File: src/rtl/axis_nco_sweep_ctrl_if.sv
// AXI-stream carrying NCO phase-increment words from the sweep controller
// to the NCO.
interface axis_nco_sweep_ctrl_if #(
  parameter int ACC_WIDTH = 32
) ();
  logic [ACC_WIDTH-1:0] tdata;
  logic                 tvalid;
  logic                 tready;

  modport master (
    output tdata,
    output tvalid,
    input  tready
  );

  modport slave (
    input  tdata,
    input  tvalid,
    output tready
  );
endinterface

File: src/rtl/axis_nco_sweep_ctrl.sv
// Linear frequency-sweep sequencer: issues NCO step words from start to stop
// in increments of step_inc, holding each one for a programmable dwell.
module axis_nco_sweep_ctrl #(
  parameter int ACC_WIDTH   = 32,
  parameter int DWELL_WIDTH = 24,
  parameter int IDX_WIDTH   = 16
) (
  input  logic                       aclk,
  input  logic                       arst,
  input  logic [ACC_WIDTH-1:0]       cfg_start_step,
  input  logic [ACC_WIDTH-1:0]       cfg_stop_step,
  input  logic [ACC_WIDTH-1:0]       cfg_step_inc,
  input  logic [DWELL_WIDTH-1:0]     cfg_dwell,
  input  logic                       cfg_repeat,
  input  logic                       start,
  input  logic                       abort,
  axis_nco_sweep_ctrl_if.master      m_axis_step,
  output logic                       nco_enable,
  output logic                       busy,
  output logic                       done,
  output logic [IDX_WIDTH-1:0]       step_index
);

  typedef enum logic [1:0] {
    S_IDLE,
    S_ISSUE,
    S_DWELL,
    S_DONE
  } state_t;

  state_t                 state_q, state_d;
  logic [ACC_WIDTH-1:0]   start_q, start_d;
  logic [ACC_WIDTH-1:0]   stop_q, stop_d;
  logic [ACC_WIDTH-1:0]   inc_q, inc_d;
  logic [DWELL_WIDTH-1:0] dwell_q, dwell_d;
  logic                   repeat_q, repeat_d;
  logic                   single_q, single_d;
  logic [ACC_WIDTH-1:0]   cur_q, cur_d;
  logic [IDX_WIDTH-1:0]   idx_q, idx_d;
  logic [DWELL_WIDTH-1:0] cnt_q, cnt_d;
  logic                   tvalid_q, tvalid_d;
  logic                   busy_q, busy_d;
  logic                   done_q, done_d;

  logic [ACC_WIDTH:0]     sum;
  logic [ACC_WIDTH-1:0]   next_step;
  logic                   at_last;

  // The extra sum bit lets the saturation compare see a carry-out instead of
  // a wrapped value near the top of the range.
  assign sum       = {1'b0, cur_q} + {1'b0, inc_q};
  assign next_step = (sum >= {1'b0, stop_q}) ? stop_q : sum[ACC_WIDTH-1:0];
  assign at_last   = single_q || (cur_q == stop_q);

  always_comb begin
    state_d  = state_q;
    start_d  = start_q;
    stop_d   = stop_q;
    inc_d    = inc_q;
    dwell_d  = dwell_q;
    repeat_d = repeat_q;
    single_d = single_q;
    cur_d    = cur_q;
    idx_d    = idx_q;
    cnt_d    = cnt_q;

    case (state_q)
      S_IDLE: begin
        if (start && !abort) begin
          start_d  = cfg_start_step;
          stop_d   = cfg_stop_step;
          inc_d    = cfg_step_inc;
          dwell_d  = (cfg_dwell == '0) ? DWELL_WIDTH'(1) : cfg_dwell;
          repeat_d = cfg_repeat;
          single_d = (cfg_step_inc == '0) || (cfg_start_step >= cfg_stop_step);
          cur_d    = cfg_start_step;
          idx_d    = '0;
          state_d  = S_ISSUE;
        end
      end

      S_ISSUE: begin
        if (abort) begin
          state_d = S_IDLE;
        end else if (m_axis_step.tready) begin
          cnt_d   = dwell_q;
          state_d = S_DWELL;
        end
      end

      S_DWELL: begin
        if (abort) begin
          state_d = S_IDLE;
        end else if (cnt_q <= DWELL_WIDTH'(1)) begin
          if (!at_last) begin
            cur_d   = next_step;
            idx_d   = idx_q + IDX_WIDTH'(1);
            state_d = S_ISSUE;
          end else if (repeat_q) begin
            cur_d   = start_q;
            idx_d   = '0;
            state_d = S_ISSUE;
          end else begin
            state_d = S_DONE;
          end
        end else begin
          cnt_d = cnt_q - DWELL_WIDTH'(1);
        end
      end

      S_DONE: begin
        state_d = S_IDLE;
      end

      default: begin
        state_d = S_IDLE;
      end
    endcase
  end

  // Status outputs are registered from the next state so they line up with
  // the state register without extra decode on the output path.
  always_comb begin
    tvalid_d = (state_d == S_ISSUE);
    busy_d   = (state_d == S_ISSUE) || (state_d == S_DWELL);
    done_d   = (state_d == S_DONE);
  end

  always_ff @(posedge aclk) begin
    if (arst) begin
      state_q  <= S_IDLE;
      start_q  <= '0;
      stop_q   <= '0;
      inc_q    <= '0;
      dwell_q  <= '0;
      repeat_q <= 1'b0;
      single_q <= 1'b0;
      cur_q    <= '0;
      idx_q    <= '0;
      cnt_q    <= '0;
      tvalid_q <= 1'b0;
      busy_q   <= 1'b0;
      done_q   <= 1'b0;
    end else begin
      state_q  <= state_d;
      start_q  <= start_d;
      stop_q   <= stop_d;
      inc_q    <= inc_d;
      dwell_q  <= dwell_d;
      repeat_q <= repeat_d;
      single_q <= single_d;
      cur_q    <= cur_d;
      idx_q    <= idx_d;
      cnt_q    <= cnt_d;
      tvalid_q <= tvalid_d;
      busy_q   <= busy_d;
      done_q   <= done_d;
    end
  end

  assign m_axis_step.tdata  = cur_q;
  assign m_axis_step.tvalid = tvalid_q;
  assign nco_enable         = busy_q;
  assign busy               = busy_q;
  assign done               = done_q;
  assign step_index         = idx_q;

endmodule

File: src/flat_wrapper.sv
// flat-port wrapper written by rule: the top's interface ports become plain ports
module axis_nco_sweep_ctrl_flat 
#(
  parameter int ACC_WIDTH   = 32,
  parameter int DWELL_WIDTH = 24,
  parameter int IDX_WIDTH   = 16
)
  (aclk, arst, cfg_start_step, cfg_stop_step, cfg_step_inc, cfg_dwell, cfg_repeat, start, abort, nco_enable, busy, done, step_index, m_axis_step_tdata, m_axis_step_tvalid, m_axis_step_tready);
  axis_nco_sweep_ctrl_if #(.ACC_WIDTH(ACC_WIDTH)) m_axis_step_i ();
  input  logic aclk;
  input  logic arst;
  input  logic [ACC_WIDTH-1:0] cfg_start_step;
  input  logic [ACC_WIDTH-1:0] cfg_stop_step;
  input  logic [ACC_WIDTH-1:0] cfg_step_inc;
  input  logic [DWELL_WIDTH-1:0] cfg_dwell;
  input  logic cfg_repeat;
  input  logic start;
  input  logic abort;
  output logic nco_enable;
  output logic busy;
  output logic done;
  output logic [IDX_WIDTH-1:0] step_index;
  output wire logic [$bits(m_axis_step_i.tdata)-1:0] m_axis_step_tdata;
  output wire logic [$bits(m_axis_step_i.tvalid)-1:0] m_axis_step_tvalid;
  input wire logic [$bits(m_axis_step_i.tready)-1:0] m_axis_step_tready;
  assign m_axis_step_tdata = m_axis_step_i.tdata;
  assign m_axis_step_tvalid = m_axis_step_i.tvalid;
  assign m_axis_step_i.tready = m_axis_step_tready;
  axis_nco_sweep_ctrl #(.ACC_WIDTH(ACC_WIDTH), .DWELL_WIDTH(DWELL_WIDTH), .IDX_WIDTH(IDX_WIDTH)) u_core (.aclk(aclk), .arst(arst), .cfg_start_step(cfg_start_step), .cfg_stop_step(cfg_stop_step), .cfg_step_inc(cfg_step_inc), .cfg_dwell(cfg_dwell), .cfg_repeat(cfg_repeat), .start(start), .abort(abort), .m_axis_step(m_axis_step_i), .nco_enable(nco_enable), .busy(busy), .done(done), .step_index(step_index));
endmodule
File: config.mk
export PLATFORM = sky130hd
export DESIGN_NAME = axis_nco_sweep_ctrl_flat
export DESIGN_NICKNAME = d
export VERILOG_FILES = /design/src/rtl/axis_nco_sweep_ctrl_if.sv /design/src/rtl/axis_nco_sweep_ctrl.sv /design/src/flat_wrapper.sv
export SDC_FILE = /design/constraint.sdc
export NUM_CORES = 1
export LEC_CHECK = 0
export ABC_AREA = 1
export BUFFER_PORTS_ARGS = -buffer_cell sky130_fd_sc_hd__buf_4
export CAP_MARGIN = 20
export CORE_MARGIN = 3
export CORE_UTILIZATION = 40
export DETAILED_ROUTE_END_ITERATION = 8
export MAX_ROUTING_LAYER = met4
export PLACE_DENSITY = 0.58
export SETUP_SLACK_MARGIN = 0.2
export SYNTH_ARGS = -nofsm -noshare
export SYNTH_HDL_FRONTEND = slang
export SYNTH_SLANG_ARGS = --single-unit
File: constraint.sdc
create_clock -name aclk -period 3.85 [get_ports aclk]
set_input_delay 0.77 -clock aclk [delete_from_list [all_inputs] [get_ports aclk]]
set_output_delay 0.77 -clock aclk [all_outputs]
set_load 0.005 [all_outputs]
Yosys cells after proc, flatten, opt, wreduce, memory -nomap -nowiden
Cells that the tools add are included.
- input bits: 126
- output and inout bits: 52
- word-level logic and storage cells: 73
- register bits after elaboration: 199
- equality and inequality tests: 14
- add/sub/neg operators: 3
- mux-type cells: 27
- order comparisons: 3
- reductions and logical operators: 13
- operators by type and width (kind ; count):
    32-bit two-way mux ; 6
    24-bit two-way mux ; 5
    16-bit two-way mux ; 5
    32-bit one-hot mux with 2 select lines ; 1
    24-bit one-hot mux with 2 select lines ; 1
    32-bit by 32-bit adder with 33-bit output ; 1
    33-bit by 32-bit greater-or-equal comparator with 1-bit output ; 1
    32-bit == test ; 1
    32-bit greater-or-equal comparator ; 1
    32-bit zero test ; 1
    16-bit one-hot mux with 2 select lines ; 1
    24-bit by 1-bit less-or-equal comparator with 1-bit output, second input constant ; 1
    24-bit zero test ; 1
    24-bit by 1-bit subtractor with 24-bit output, second input constant ; 1
    16-bit by 1-bit adder with 16-bit output, second input constant ; 1
    2-bit two-way mux ; 7
    5-bit AND reduction ; 2
    2-bit == test, second input constant ; 4
    2-bit inequality test, second input constant ; 4
    2-bit one-hot mux with 4 select lines ; 1
    2-bit by 1-bit == test with 1-bit output, second input constant ; 2
    2-bit by 1-bit inequality test with 1-bit output, second input constant ; 2
    2-bit nonzero test ; 2
    1-bit logical OR ; 3
    other kinds (5) ; 5

Logic depth before layout (Yosys ltp)
Gate-level depths: netlist of the first run.
- word-level depth: 8
- mapped depth: 28
- mapped depth without buffers: 27

Worst setup path before layout of the first run
Ideal clock, no wire load.
- path type: flip-flop to flip-flop
- start: reg u_core.cur_q[0], in the netlist u_core.m_axis_step.tdata[0]
- end: reg u_core.cur_q[16], in the netlist u_core.m_axis_step.tdata[16]
- clock period less this slack: 3329 ps
- library setup time: 113 ps
- arrival time: 3216 ps
- setup slack: 521 ps
- data required time: 3737 ps
- path buffers: 1
- cell stages (with the launch flop): 28
- cell sequence: dfxtp_1 > ha_1 > fa_1 > nand2_1 > nand2_1 > o21ai_2 > o21ai_0 > nand3_1 > nand2_1 > nand2_1 > nand3_1 > nand2_1 > inv_1 > ha_1 > nand2_1 > nor4_1 > nand2_1 > nand2_1 > nand2_1 > nand2_1 > nand2_1 > nand3_4 > buf_6 > nand2_1 > nand3_1 > nand2_1 > nand2_1 > nand2_1
- word-level cells in the longest chain between the ends: 7
- elaborated cells on any way between the ends: 11
- classes of those cells: add/sub: 1; order compare: 1; eq/ne: 2; mux: 5; reduce/logical: 2
- ends and longest elaborated chain (element ; RTL line ; text):
    start: declaration ; axis_nco_sweep_ctrl.sv:38 ; logic [ACC_WIDTH-1:0] cur_q, cur_d;
    start signal: assignment ; axis_nco_sweep_ctrl.sv:152 ; cur_q <= cur_d;
    32-bit by 32-bit adder with 33-bit output ; axis_nco_sweep_ctrl.sv:51 ; assign sum = {1'b0, cur_q} + {1'b0, inc_q};
    33-bit by 32-bit greater-or-equal comparator with 1-bit output ; axis_nco_sweep_ctrl.sv:52 ; assign next_step = (sum >= {1'b0, stop_q}) ? stop_q : sum[ACC_WIDTH-1:0];
    32-bit two-way mux ; axis_nco_sweep_ctrl.sv:52 ;
    32-bit two-way mux ; axis_nco_sweep_ctrl.sv:95 ; if (!at_last) begin
    32-bit two-way mux ; axis_nco_sweep_ctrl.sv:94 ; end else if (cnt_q <= DWELL_WIDTH'(1)) begin
    32-bit two-way mux ; axis_nco_sweep_ctrl.sv:92 ; if (abort) begin
    32-bit one-hot mux with 2 select lines ; axis_nco_sweep_ctrl.sv:67 ; case (state_q)
Several ways; a longest one is shown, not always the timed one. The select of a mux whose other input is x is not followed.
A chain may end at the register's enable or synchronous reset.

Worst setup path after layout of the first run
- start: reg u_core.cur_q[4], in the netlist u_core.m_axis_step.tdata[4]
- end: reg u_core.cur_q[16], in the netlist u_core.m_axis_step.tdata[16]
The elaborated chain is that of the path after synthesis.

==> results of run 1 <==
==> state kept, by name, summed over array words and instances (netlist names) <==
signal                     cells
u_core.inc_q                  32
u_core.m_axis_step.tdata      32
u_core.start_q                32
u_core.stop_q                 32
u_core.cnt_q                  24
u_core.dwell_q                24
u_core.step_index             16
u_core.state_q                 2
u_core.busy                    1
u_core.done                    1
u_core.m_axis_step.tvalid      1
u_core.repeat_q                1
u_core.single_q                1
==> worst max-delay path: stages, from the launching register on <==
cell	delay (ps)
dfxtp_4	360
ha_4	300
nand2_4	70
nor2_2	110
nand3_1	80
o211ai_1	170
buf_4	200
nand2_1	60
nand2_2	100
buf_4	120
nand2_2	70
nand2_1	70
nand2_1	60
nand2_2	90
inv_1	50
ha_1	290
nand2_2	120
nor2_1	60
a211oi_2	250
nand2_1	100
nand2_2	120
nand3_4	210
clkbuf_16	250
nand2_1	50
nand3_1	80
nand2_1	80
nand2_1	50
nand2_1	50
==> power groups by stage <==
stage / registers [mW] / clock network (mW) / logic [mW]
after floorplan: 2.29 / 0 / 1.08
after global placement: 2.31 / 0 / 1.62
after detailed placement: 2.31 / 0 / 1.65
after CTS: 2.26 / 1.88 / 1.71
after global routing: 2.29 / 1.95 / 2.17
final: 2.27 / 1.84 / 1.97
==> worst paths after layout <==
kind                               startpoint                           end  slack (ps)  cells past startpoint
setup / recovery  u_core.m_axis_step.tdata[4]  u_core.m_axis_step.tdata[16]         170                     27
hold / removal              u_core.dwell_q[1]             u_core.dwell_q[1]         480                      2
setup reg to reg  u_core.m_axis_step.tdata[4]  u_core.m_axis_step.tdata[16]         170                     27
hold reg to reg             u_core.dwell_q[1]             u_core.dwell_q[1]         480                      2
==> synthesized netlist by cell type, types with 2 or more instances <==
library cell	instances	area [sq um]
o21ai_0	202	1010
buf_2	12	60.1
nand3_4	2	35.0
buf_6	7	78.8
ha_1	101	1260
nor2_2	6	37.5
o211ai_1	7	52.6
clkinv_1	2	7.51
nand2_2	7	43.8
inv_2	7	26.3
a31oi_1	13	81.3
buf_1	5	18.8
o21bai_1	6	45.0
buf_4	7	52.6
inv_1	222	833
nor3_1	28	140
nor4_1	19	119
a21oi_1	183	916
nand2_1	405	1520
o21a_1	3	22.5
xor2_1	40	350
xnor2_1	18	158
clkbuf_1	71	267
o21ai_1	10	50.1
nand4_1	53	332
o21ai_2	2	17.5
a21o_1	2	15.0
dfxtp_1	199	3980
o31ai_1	2	15.0
nand3b_1	6	45.0
a21boi_0	2	15.0
a211oi_1	3	22.5
or2_2	7	43.8
nand3_1	127	636
nor2_1	293	1100
==> metal layers <==
| metal | up-vias | wire length, microns | share of wire | global-route usage |
|---|---|---|---|---|
| li1 | 7226 | - | - | - |
| met1 | 6571 | 22300 | 0.47 | 0.365 |
| met2 | 473 | 21000 | 0.44 | 0.392 |
| met3 | 54 | 3050 | 0.064 | 0.0390 |
| met4 | 0 | 966 | 0.020 | 0.0723 |
| met5 | - | 0 | 0 | - |
==> area by class of cell <==
class	instances	area (sq um)
fill	3356	16000
tap	442	553
sequential	199	4000
clock buffer	19	443
timing repair buffer	249	2010
multi-input combinational	1563	8960
clock inverter	13	139
inverter	231	871
==> cell families after synthesis <==
kind of cell	synth area share
and+or+nand+nor	0.303
DFF	0.293
adders and majority gates	0.0945
AOI/OAI and AO/OA	0.172
xor gates and xnor gates	0.0374
buffers and inverters	0.0990
==> stage by stage <==
stage | power [mW] | cells | hold WS [ps] | util | setup TNS [ps]
floorplan | 3.37 | 2095 | 444 | - | 0
global placement | 3.93 | 2669 | 460 | 0.469 | 0
detailed placement | 3.96 | 2670 | 470 | 0.469 | 0
CTS | 5.86 | 2703 | 482 | 0.490 | 0
global route | 6.41 | 2716 | 495 | 0.514 | -374
finish | 6.07 | 2716 | 481 | 0.514 | 0
==> what timing repair did <==
action                     CTS  global route
setup endpoints to repair   32            32
pin swaps                    4            48
setup buffers                0            10
gates cloned                 1             3
gates resized for setup     17           153
hold buffers                 0             0
==> impl_metrics.csv, run 1 <==
group,metric,value,unit
status,status,"completed",
cts,clockRootBuffer,"clkbuf_16",
floorplan,die_y,190,microns
final_layout,area_growth,25.1,%
global_routing,grt_pass1_vias,13300,
detailed_routing,firstDrtPassIters,5,
pwr,vdd_drop_max,0.351,mV
pwr,power_density,358,nW/um^2
final_layout,final_common_cell,"nand2_1",
sta,hold_violations,0,
final_layout,final_design_area_no_fill,17000,sq um
cts,cts.sink_count,199,
pwr,seq_power_share,0.374,
floorplan,start_util,0.411,
detailed_routing,wl,47.3,mm
synthesis,ys_seq_area_frac,0.293,
sta,period_minus_slack,3680,ps
global_routing,antenna_found_initial,0,
floorplan,core,33000,sq um
global_routing,grt_max_degree,137,
pwr,switchingPower,2.15,mW
synthesis,synth_ff_type,"dfxtp_1",
worst_setup_path,worstSetupStartpointType,"flip-flop",
synthesis,synthCells,2095,
sta,slew_violations,0,
final_layout,fin_nets,2489,
synthesis,synth_edf_count,0,
job,max_cap_viol_count,0,
placement,place_area,15500,sq um
cts,clkTransAtPathRegs,80,ps
final_layout,final_cell_mix,"nand2_1, nor2_1, buf_4",
placement,portBuffers,177,
final_layout,insertedDiodeCount,0,
sta,rsz0062_at_grt,"yes",
detailed_routing,ant_nets,0,
floorplan,die_w,190,microns
synthesis,syn_area,13600,sq um
floorplan,io_pins,178,
final_layout,drive_gt1_frac,0.201,
detailed_routing,drt_iter0_markers,1026,
synthesis,synth_fp_nets,2323,
placement,hpwl,34.4,mm
synthesis,synth_seq_cells,199,
detailed_routing,via_per_inst,5.27,
placement,dp_slack,9.71,ps
pwr,clkPwrFrac,0.302,
sta,setup-violations-final,0,
worst_hold_path,hold_class,"flip-flop to flip-flop",
pwr,switching_share,0.354,
worst_setup_path,crit_fanout,6,
cts,insertion_delay,460,ps
pwr,p_leak,7.80,nW
pwr,comb_power_share,0.324,
worst_setup_path,crit_type,"flip-flop to flip-flop",
worst_setup_path,arrival,4090,ps
worst_setup_path,cp.required,4250,ps
global_routing,grt_pass1_wl,72.8,mm
sta,timing.fmax,0.271,GHz
detailed_routing,routed-via-count,14300,
cts,htree_levels,4,
sta,setup_ws,166,ps
synthesis,synth_cell_type_count,51,
cts,cts_buffers,17,
global_routing,grt.total_usage,0.260,
synthesis,yosysWarnings,0,
floorplan,rows,66,
placement,place_congestion,0.937,
cts,clock_path_buffers,2,
cts,cts_tree,"built",
sta,max_slew_margin,0.442,
detailed_routing,wire_per_inst,17.4,microns
global_routing,grt_overflow,0,
synthesis,avgSynthCellArea,6.48,sq um
pwr,p_int,3.93,mW
worst_setup_path,endpoint_kind,"flip-flop",
sta,layout_worst_path_cycle_share,0.957,
floorplan,die_area,36200,sq um
sta,worstMarginPinSlew,837,ps
synthesis,synthArstFlopShare,0,
detailed_routing,drc,0,
sta,clock_skew,15.2,ps
(Power assumes the default switching activity.)
==> run 2, diff against run 1 <==
--- a/config.mk
+++ b/config.mk
@@ -8,11 +8,13 @@
 export ABC_AREA = 1
 export BUFFER_PORTS_ARGS = -buffer_cell sky130_fd_sc_hd__buf_4
 export CAP_MARGIN = 20
+export CELL_PAD_IN_SITES_DETAIL_PLACEMENT = 0
+export CELL_PAD_IN_SITES_GLOBAL_PLACEMENT = 2
 export CORE_MARGIN = 3
-export CORE_UTILIZATION = 40
+export CORE_UTILIZATION = 32
 export DETAILED_ROUTE_END_ITERATION = 8
 export MAX_ROUTING_LAYER = met4
-export PLACE_DENSITY = 0.58
+export PLACE_DENSITY = 0.8
 export SETUP_SLACK_MARGIN = 0.2
 export SYNTH_ARGS = -nofsm -noshare
 export SYNTH_HDL_FRONTEND = slang
==> run 2 against run 1 <==
Compared with the run above: largest cell class unchanged; sequential share of layout area decreased by 0.70 points; fmax increased by 0.10%; critical endpoint is now u_core.m_axis_step.tdata[22]; sequential cell count unchanged; sequential power about the same; largest power group unchanged; die area increased by 24%; first-iteration DRC count decreased by 20%; non-clock buffer count increased by 17; critical path type unchanged.
==> impl_metrics.csv, run 2 (synthesis gave the netlist of run 1 again) <==
group,metric,value,unit
status,status,"completed",
placement,hpwl,37.6,mm
cts,cts_tree,"built",
pwr,clkPwrFrac,0.296,
pwr,vdd_drop_max,0.377,mV
sta,clock_skew,17.8,ps
worst_setup_path,cp.buffers_inverters,2,
final_layout,final_cell_mix,"nand2_1, nor2_1, buf_4",
sta,setup-violations-final,0,
cts,cts_buffers,17,
sta,max_slew_margin,0.397,
detailed_routing,via_per_inst,5.08,
sta,worstMarginPinSlew,905,ps
sta,hold_ws,472,ps
floorplan,die_y,212,microns
placement,portBuffers,177,
sta,period_minus_slack,3680,ps
pwr,switching_share,0.365,
worst_setup_path,cp.required,4300,ps
worst_setup_path,critical_path.top_delay_family,"simple AND/OR/NAND/NOR gates",
sta,fin_tns_setup,0,ps
sta,slew_violations,0,
sta,rsz0062_at_grt,"yes",
worst_setup_path,cp_slowest_cell,"dfxtp_4",
final_layout,fin_nets,2506,
cts,insertion_delay,500,ps
global_routing,grt_pass1_vias,13500,
sta,hold_violations,0,
final_layout,final_design_area_no_fill,17500,sq um
placement,place_area,15700,sq um
pwr,power_density,353,nW/um^2
global_routing,grt_max_degree,135,
pwr,comb_power_share,0.337,
detailed_routing,routed-via-count,14300,
pwr,switchingPower,2.26,mW
sta,layout_worst_path_cycle_share,0.956,
cts,cts.sink_count,199,
worst_setup_path,slowest_delay,370,ps
floorplan,io_pins,178,
floorplan,core,41400,sq um
detailed_routing,firstDrtPassIters,5,
floorplan,die_area,44900,sq um
worst_hold_path,hold_class,"flip-flop to flip-flop",
global_routing,antenna_found_initial,1,
worst_setup_path,crit_type,"flip-flop to flip-flop",
worst_setup_path,worstSetupStartpointType,"flip-flop",
pwr,seq_power_share,0.368,
placement,place_congestion,0.906,
floorplan,die_w,212,microns
pwr,p_int,3.94,mW
final_layout,drive_gt1_frac,0.232,
final_layout,final_cells,2824,
detailed_routing,wire_per_inst,18.1,microns
worst_setup_path,crit_top_cell,"nand2_1",
floorplan,rows,74,
detailed_routing,drc,0,
cts,htree_levels,4,
job,max_cap_viol_count,0,
final_layout,area_growth,29.2,%
global_routing,grt.total_usage,0.228,
global_routing,grt_pass1_wl,77.0,mm
placement,placedCellCount,2767,
detailed_routing,drt_iter0_markers,818,
cts,clkTransAtPathRegs,80,ps
worst_setup_path,arrival,4130,ps
detailed_routing,ant_nets,0,
pwr,p_leak,7.90,nW
global_routing,grt_overflow,0,
worst_setup_path,endpoint_kind,"flip-flop",
detailed_routing,wl,51.0,mm
floorplan,start_util,0.328,
cts,clock_path_buffers,2,
cts,clockRootBuffer,"clkbuf_16",
cts,hold_buffers,0,
worst_setup_path,crit_fanout,8,
final_layout,final_common_cell,"nand2_1",
worst_setup_path,cp_cell_sequence,"ha_4 > nand2_4 > nor2_1 > nand3_1 > o211ai_1 > nand2_1 > nand2_2 > nand2_2 > nand2_1 > nand2_1 > nand2_2 > inv_2 > ha_4 > a211o_1 > a31oi_4 > o211ai_1 > nor2_4 > nand3_4 > clkbuf_16 > nand2_2 > nand3_1 > nand2_1 > nand2_1 > nand2_1",
sta,timing.fmax,0.272,GHz
-- run 2: area by class of cell --
cell class | count | area, sq um
well taps | 532 | 666
repair buffers | 266 | 2160
fillers | 4414 | 23800
diodes | 1 | 2.50
clock buffers | 18 | 439
inverters | 231 | 871
flip-flops and latches | 199 | 4020
multi-input cells | 1563 | 9260
clock inverters | 14 | 139
-- run 2: power by group through the flow --
stage	logic (mW)	registers [mW]	clock network [mW]
4_1_cts	1.83	2.27	1.90
3_3_place_gp	1.69	2.31	0
6_report	2.09	2.28	1.83
5_1_grt	2.30	2.29	1.97
2_1_floorplan	1.08	2.29	0
3_5_place_dp	1.70	2.31	0
-- run 2: repair_timing --
item	CTS	global route
cloned	2	2
setup buffers	3	17
gates resized for setup	51	189
setup endpoints to repair	32	32
pin swaps	11	61
-- run 2: per-layer routing --
metal | share of wire | global-route usage | vias up
li1 | - | - | 7283
met1 | 0.48 | 0.308 | 6675
met2 | 0.45 | 0.350 | 335
met3 | 0.056 | 0.0499 | 48
met4 | 0.017 | 0.0543 | 0
met5 | 0 | - | -
-- run 2: worst min-delay path, stage by stage, from the launching register on --
cell and delay (ps):
dfxtp_1 320, nand2_1 60, a21oi_1 60
-- run 2: worst paths after layout --
check                                                  from  slack [ps]  cells past startpoint                            to
worst max-delay path            u_core.m_axis_step.tdata[4]         170                     24  u_core.m_axis_step.tdata[22]
worst min-delay path                      u_core.dwell_q[1]         470                      2             u_core.dwell_q[1]
worst max register to register  u_core.m_axis_step.tdata[4]         170                     24  u_core.m_axis_step.tdata[22]
worst min register to register            u_core.dwell_q[1]         470                      2             u_core.dwell_q[1]
-- run 2: metrics by stage --
| step | setup slack, ps | util | total power, mW |
|---|---|---|---|
| after detailed placement | -33.9 | 0.379 | 4.01 |
| after global placement | -46.0 | 0.379 | 3.99 |
| after CTS | 200 | 0.400 | 6.00 |
| after floorplan | 521 | - | 3.37 |
| after global routing | -24.4 | 0.424 | 6.57 |
| final | 170 | 0.424 | 6.20 |
